--- src/rtl/a25_wb_arb2.sv ---
// Two-master Wishbone arbiter in front of the shared Wishbone-to-AXI-Lite bridge port.
// Master 0 is the A25 core, master 1 a secondary initiator (DMA/debug).
// Whole cyc-framed cycles are granted, round-robin or fixed-priority, and a bus
// watchdog aborts slave transfers that never complete.
//
// Handshake: a master requests with cyc & stb. Its request is granted at the next
// edge, and the slave sees that master's cyc/stb from then on. A transfer completes
// in any cycle where the owner has stb high and the slave raises ack or err. Only
// the current owner ever sees ack/err. The grant is held until the owner drops cyc,
// and there is always one IDLE cycle between owners.
module a25_wb_arb2 #(
  parameter int WB_AW      = 32,
  parameter int WB_DW      = 128,
  parameter int WB_SW      = WB_DW >> 3,
  parameter int FIXED_PRIO = 0,
  parameter int TIMEOUT    = 1023
) (
  input  logic             i_clk,
  input  logic             i_rst_n,
  input  logic             i_m0_cyc,
  input  logic             i_m0_stb,
  input  logic             i_m0_we,
  input  logic [WB_AW-1:0] i_m0_adr,
  input  logic [WB_SW-1:0] i_m0_sel,
  input  logic [WB_DW-1:0] i_m0_dat,
  output logic [WB_DW-1:0] o_m0_dat,
  output logic             o_m0_ack,
  output logic             o_m0_err,
  input  logic             i_m1_cyc,
  input  logic             i_m1_stb,
  input  logic             i_m1_we,
  input  logic [WB_AW-1:0] i_m1_adr,
  input  logic [WB_SW-1:0] i_m1_sel,
  input  logic [WB_DW-1:0] i_m1_dat,
  output logic [WB_DW-1:0] o_m1_dat,
  output logic             o_m1_ack,
  output logic             o_m1_err,
  output logic             o_s_cyc,
  output logic             o_s_stb,
  output logic             o_s_we,
  output logic [WB_AW-1:0] o_s_adr,
  output logic [WB_SW-1:0] o_s_sel,
  output logic [WB_DW-1:0] o_s_dat,
  input  logic [WB_DW-1:0] i_s_dat,
  input  logic             i_s_ack,
  input  logic             i_s_err,
  output logic [1:0]       o_owner,
  output logic             o_timeout,
  output logic [1:0]       o_state
);

  // Watchdog sized to hold TIMEOUT; kept at least one bit wide when disabled.
  localparam int WDW = (TIMEOUT > 0) ? $clog2(TIMEOUT + 1) : 1;
  localparam logic [WDW-1:0] WD_LAST = WDW'((TIMEOUT > 0) ? TIMEOUT - 1 : 0);

  typedef enum logic [1:0] {
    IDLE  = 2'd0,
    OWN0  = 2'd1,
    OWN1  = 2'd2,
    ABORT = 2'd3
  } state_t;

  state_t         state;
  logic           last;   // master granted most recently
  logic [WDW-1:0] wdog;

  logic req0, req1, owning, wd_count, wd_expire;

  assign req0   = i_m0_cyc & i_m0_stb;
  assign req1   = i_m1_cyc & i_m1_stb;
  assign owning = (state == OWN0) || (state == OWN1);

  // The watchdog only runs while a granted strobe is waiting for an answer.
  assign wd_count  = (TIMEOUT != 0) && owning && o_s_stb && !(i_s_ack || i_s_err);
  assign wd_expire = wd_count && (wdog == WD_LAST);

  assign o_state  = state;
  assign o_m0_dat = i_s_dat;
  assign o_m1_dat = i_s_dat;

  // Arbitration FSM, last-grant tracking and bus watchdog.
  always_ff @(posedge i_clk or negedge i_rst_n) begin
    if (!i_rst_n) begin
      state <= IDLE;
      last  <= 1'b1;
      wdog  <= '0;
    end else begin
      case (state)
        IDLE: begin
          wdog <= '0;
          if (req0 && req1) begin
            if ((FIXED_PRIO != 0) || last) begin
              state <= OWN0;
              last  <= 1'b0;
            end else begin
              state <= OWN1;
              last  <= 1'b1;
            end
          end else if (req0) begin
            state <= OWN0;
            last  <= 1'b0;
          end else if (req1) begin
            state <= OWN1;
            last  <= 1'b1;
          end
        end
        OWN0, OWN1: begin
          if (wd_expire) begin
            state <= ABORT;
            wdog  <= '0;
          end else if ((state == OWN0) ? !i_m0_cyc : !i_m1_cyc) begin
            state <= IDLE;
            wdog  <= '0;
          end else begin
            wdog <= wd_count ? wdog + 1'b1 : '0;
          end
        end
        default: begin
          state <= IDLE;
          wdog  <= '0;
        end
      endcase
    end
  end

  // Slave-side mux and master returns, decoded from the registered state.
  always_comb begin
    o_s_cyc   = 1'b0;
    o_s_stb   = 1'b0;
    o_s_we    = 1'b0;
    o_s_adr   = '0;
    o_s_sel   = '0;
    o_s_dat   = '0;
    o_m0_ack  = 1'b0;
    o_m0_err  = 1'b0;
    o_m1_ack  = 1'b0;
    o_m1_err  = 1'b0;
    o_owner   = 2'b00;
    o_timeout = 1'b0;
    case (state)
      OWN0: begin
        o_s_cyc  = i_m0_cyc;
        o_s_stb  = i_m0_stb;
        o_s_we   = i_m0_we;
        o_s_adr  = i_m0_adr;
        o_s_sel  = i_m0_sel;
        o_s_dat  = i_m0_dat;
        o_m0_ack = i_s_ack;
        o_m0_err = i_s_err;
        o_owner  = 2'b01;
      end
      OWN1: begin
        o_s_cyc  = i_m1_cyc;
        o_s_stb  = i_m1_stb;
        o_s_we   = i_m1_we;
        o_s_adr  = i_m1_adr;
        o_s_sel  = i_m1_sel;
        o_s_dat  = i_m1_dat;
        o_m1_ack = i_s_ack;
        o_m1_err = i_s_err;
        o_owner  = 2'b10;
      end
      ABORT: begin
        // The aborted owner is the one recorded at grant time; late slave
        // responses are not forwarded here.
        o_timeout = 1'b1;
        o_m0_err  = !last;
        o_m1_err  = last;
      end
      default: ;
    endcase
  end

endmodule
--- config.mk ---
export PLATFORM = sky130hd
export DESIGN_NAME = a25_wb_arb2
export DESIGN_NICKNAME = d
export VERILOG_FILES = /design/src/rtl/a25_wb_arb2.sv
export SDC_FILE = /design/constraint.sdc
export NUM_CORES = 1
export LEC_CHECK = 0
export ABC_AREA = 1
export CORE_AREA = 2 2 368 370
export DETAILED_ROUTE_END_ITERATION = 10
export DIE_AREA = 0 0 370 372
export PLACE_DENSITY = 0.3
export SYNTH_ARGS = -nofsm -noshare
export SYNTH_HDL_FRONTEND = slang
export SYNTH_SLANG_ARGS = --single-unit
--- constraint.sdc ---
create_clock -name i_clk -period 3.2 [get_ports i_clk]
set_input_delay 0.64 -clock i_clk [delete_from_list [all_inputs] [get_ports i_clk]]
set_output_delay 0.64 -clock i_clk [all_outputs]
set_load 0.02 [all_outputs]
# Yosys cells after proc, flatten, opt, wreduce, memory -nomap -nowiden
# Cells that the tools add are included.
# W data, S select, Z words.
[word_totals] regBits=13 inputBits=490 elab_cells=55
[classes] n_addsub=1 n_eq_ne=6 n_mux=28 n_bitwise=2 reduce_logical=15
[ops] operator="$pmux W128 S2" count=1
[ops] operator="$pmux W32 S2" count=1
[ops] operator="$mux W10" count=4
[ops] operator="$pmux W16 S2" count=1
[ops] operator="$mux W2" count=6
[ops] operator="$add A10 B1 Y10 const B" count=1
[ops] operator="$eq A10 B10 Y1 const B" count=1
[ops] operator="$pmux W1 S2" count=5
[ops] operator="$mux W1" count=8
[ops] operator="$pmux W2 S2" count=2
[ops] operator="$eq A2 B2 Y1 const B" count=2
[ops] operator="$logic_and A1 B1 Y1" count=4
[ops] operator="$logic_not A1 Y1" count=4
[ops] operator="$ne A4 B4 Y1 const B" count=1
[ops] operator="$reduce_and A2 Y1" count=2
[ops] operator="$ne A3 B3 Y1 const B" count=1
[ops] operator="$reduce_bool A3 Y1" count=1
[ops] operator="$and A1 B1 Y1" count=2
[ops] operator="$eq A2 B1 Y1 const B" count=1
[ops] operator="$logic_not A2 Y1" count=1
[ops] operator="$logic_or A1 B1 Y1" count=2
[ops] operator="$reduce_or A2 Y1" count=1

# Longest topological paths before layout
[logic_depth] depth_word=8 mapped_depth=11 mapped_depth_nobuf=10

# Worst setup path after synthesis
# OpenSTA, ideal clock, no wires.
[synth_path] kind="reg2out" start="register state[0] (netlist: o_state[0])" end="output port o_s_dat[100]" arrival_time_ns=1.754 required_ns=2.560 setup_slack_ns=0.806 path_stages_with_launch=7 cell_sequence="dfrtp_1 > inv_1 > ha_1 > inv_2 > clkbuf_1 > buf_2 > a21oi_1"
[synth_between] elab_chain_len=2 elab_cells_between_ends=3
[synth_lines] element="start: declaration" line="63" rtl="state_t state;"
[synth_lines] element="start signal: assignment" line="84" rtl="state <= IDLE;"
[synth_lines] element="start signal: assignment" line="93" rtl="state <= OWN0;"
[synth_lines] element="start signal: assignment" line="96" rtl="state <= OWN1;"
[synth_lines] element="$eq A2 B2 Y1 or $eq A2 B1 Y1 (tied branches)" line="140" rtl="case (state)"
[synth_lines] element="$pmux W128 S2 *" line="140"
[synth_lines] element="end: declaration" line="43" rtl="output logic [WB_DW-1:0] o_s_dat,"
# Mark *: on every way between the ends. The rest lies on a longest branch, timed or not.

# Worst setup path in the final report
[layout_path] start="register state[0] (netlist: o_state[0])" end="output port o_s_dat[11]"
# Same word-level chain as after synthesis.

==> out/qor.yml <==
ys_async_sr_fraction_pct: 100.0
rows: 135
numPlacedInstances: 3058
cts_buffer_depth: 2
io_buffers: 549
crit_arrival_ns: 2.48
timing.rr.start: "o_state[0]"
ys_top_cells_by_area: "buf_4 37%, nand2_1 26%, a21oi_1 17%"
htreeDepth: 1
hold_violations: 0
fillCellCount: 15780
worst_pin_slew_ns: 0.8359
setup_tns_ns: 0
cts_tree: "yes"
critPathKind: "register to primary output"
dp_hpwl_mm: 74.34
slew_headroom_pct: 44.45
r2r_slack_ns: 1.36
coreArea_um2: 134300
hold_path_depth: 1
gr-total-overflow: 0
syn_area_um2: 5410
rsz0062_at_grt: "false"
die_y_um: 372
avgViaCountPerCell: 2.402
path_max_fanout: 68
seq_area_um2: 326.6
switching_share_pct: 56.69
synthFlopType: "dfrtp_1"
synth-seq-area-share_pct: 6.036
reg2reg_to: "wdog[2]"
crit_required_ns: 2.56
cap_violations: 0
clockPowerShare_pct: 2.3
syn_area_per_cell_um2: 5.595
grt_pass1_wl_mm: 96.23
p_leak_nw: 4.271
routedWlPerCell_um: 26.50
clkSlewWorstSetupHoldPaths_ns: 0.05
drc: 0
slew_viol_final: 0
max-vdd-ir-drop_mv: 0.5335
period_share_pct: 97.51
grt_use_total_pct: 11.07
ys_warn_count: 0
grt_max_degree: 68
synth_common_cells: "377 x nand2_1, 267 x buf_4, 179 x a21oi_1"
cts_setup_buffers: 0
wl_mm: 81.21
area.growth.synth_to_final_pct: 140.9
crit_path_start_kind: "register"
whs_ns: 0.5342
synth_edf_count: 0
start_util_pct: 4.029
die_w_um: 370
hold_path_class: "register to register"
reg2reg_depth: 10
setup_viol: 0
worstSkewPairLatency_ns: 0.24
finalNetCount: 1780
power_mw: 10.53
vias: 7363
status: "finished clean"
multi_input_area_um2: 2830
synth_most_common_cell: "nand2_1"
period_needed_ns: 3.120
final_core_util_pct: 9.705
skew_ns: 0.002296
p_switching_mw: 5.973
io_pins: 934
synth_cell_types: 26
die-area_um2: 137600
comb_power_share_pct: 95.8
syn_inst: 967
fin_cells: 3065
cts-root-buf: "clkbuf_16"
place.gp.congestion: 0.8089
power.internal_mw: 4.562
antenna_found_initial: 13
synth_top_area_cell: "buf_4"
cts.sink_count: 13
ys_ff_latch: 13
layout-drive-gt1-share_pct: 21.62
hold_end: "wdog[0]"
endpoint_kind: "primary output"
p_seq_share_pct: 1.9
synth.top_cell.area_share_pct: 37.05
grt_pass1_vias: 7559
drtAntennaViolNets: 0
first_pass_iters: 5
hp-start: "wdog[0]"
powerDensity_nw_per_um2: 808.4
numCtsBuffers: 3
synth_nets: 1465
first_iter_violations: 301
max_freq_mhz: 320.5
[cells in the final DEF (no fill, tap or decap)]
cell               n
a21oi_1          171
a21oi_2            9
buf_12           144
buf_4             88
clkbuf_16          3
clkdlybuf4s50_1  393
clkinv_2           1
dfrtp_1           12
dfstp_2            1
diode_2            3
ha_1               6
ha_4               2
inv_1             17
inv_2              2
inv_8              1
nand2_1          377
nand2_2            6
nand2_4            1
nand3_1            7
nand3_2            1
nand3_4            1
nand4_2            1
nor2_1             9
nor2_2            14
nor2_4             2
o21ai_0            3
o21ai_1            1
o22ai_1            1
xnor2_1            3
xor2_1             4
[power groups by stage]
stage               Clock (mW)  Combinational (mW)  Sequential (mW)
CTS                      0.248                10.6            0.203
finish                   0.239                10.1            0.203
global placement             0                10.6            0.208
global route             0.255                10.8            0.206
floorplan                    0                3.78            0.225
detailed placement           0                10.5            0.206
[registers in the layout, indices dropped and copies added, names as in the netlist]
register	count
last	1
o_state	2
wdog	10
[critical path: stages (launching register included)]
cell	delay, ns
dfrtp_1	0.34
inv_1	0.10
ha_1	0.46
inv_8	0.20
buf_4	0.28
a21oi_1	0.57
buf_12	0.20
[kinds of logic after synthesis]
group	after synthesis	share of synthesized area (%)
DFF	13	6.036
and+or+nand+nor	419	31.11
adders and majority gates	8	1.850
xor gates and xnor gates	7	1.133
AOI/OAI and AO/OA	185	17.21
buffers and inverters	335	42.67
[area by class of cell]
cell class                 count  share of cell area, %
timing repair buffer         625                  57.37
sequential                    13                  2.506
clock inverter                 1                0.03840
inverter                      20                 0.6336
multi-input combinational    619                  21.72
clock buffer                   3                 0.5760
antenna                        3                0.05760
tap                         1781                  17.10
[layer usage]
layer | global-route usage [%] | routed length (um)
met4 | 0.6332 | 493
met2 | 17.48 | 36220
met5 | 2.168 | 532
met1 | 12.38 | 30910
met3 | 7.975 | 13060
[repair_timing]
| action | CTS | global route |
|---|---|---|
| hold buffers | 0 | 0 |
| gates resized for setup | 6 | 2 |
| setup endpoints to repair | 6 | 2 |
| gates cloned | 0 | 0 |
[worst max-delay path by stage]
stage	from	endpoint	slack, ns
floorplan	o_state[0]	o_s_dat[100]	0.81
global placement	o_state[1]	o_s_adr[25]	0.04
detailed placement	o_state[0]	o_s_adr[25]	0.01
CTS	o_state[0]	o_s_dat[26]	0.0003
global route	o_state[0]	o_s_dat[11]	0.01
finish	o_state[0]	o_s_dat[11]	0.08
[per-stage QoR]
step / setup WS (ns) / cell area (um^2)
3_3_place_gp: 0.03521 / 12910
5_1_grt: 0.01266 / 13030
2_1_floorplan: 0.8063 / 5410
6_report: 0.07980 / 13030
4_1_cts: 0.0002851 / 13020
3_5_place_dp: 0.01456 / 12910
Power figures use the tool's default switching activity.
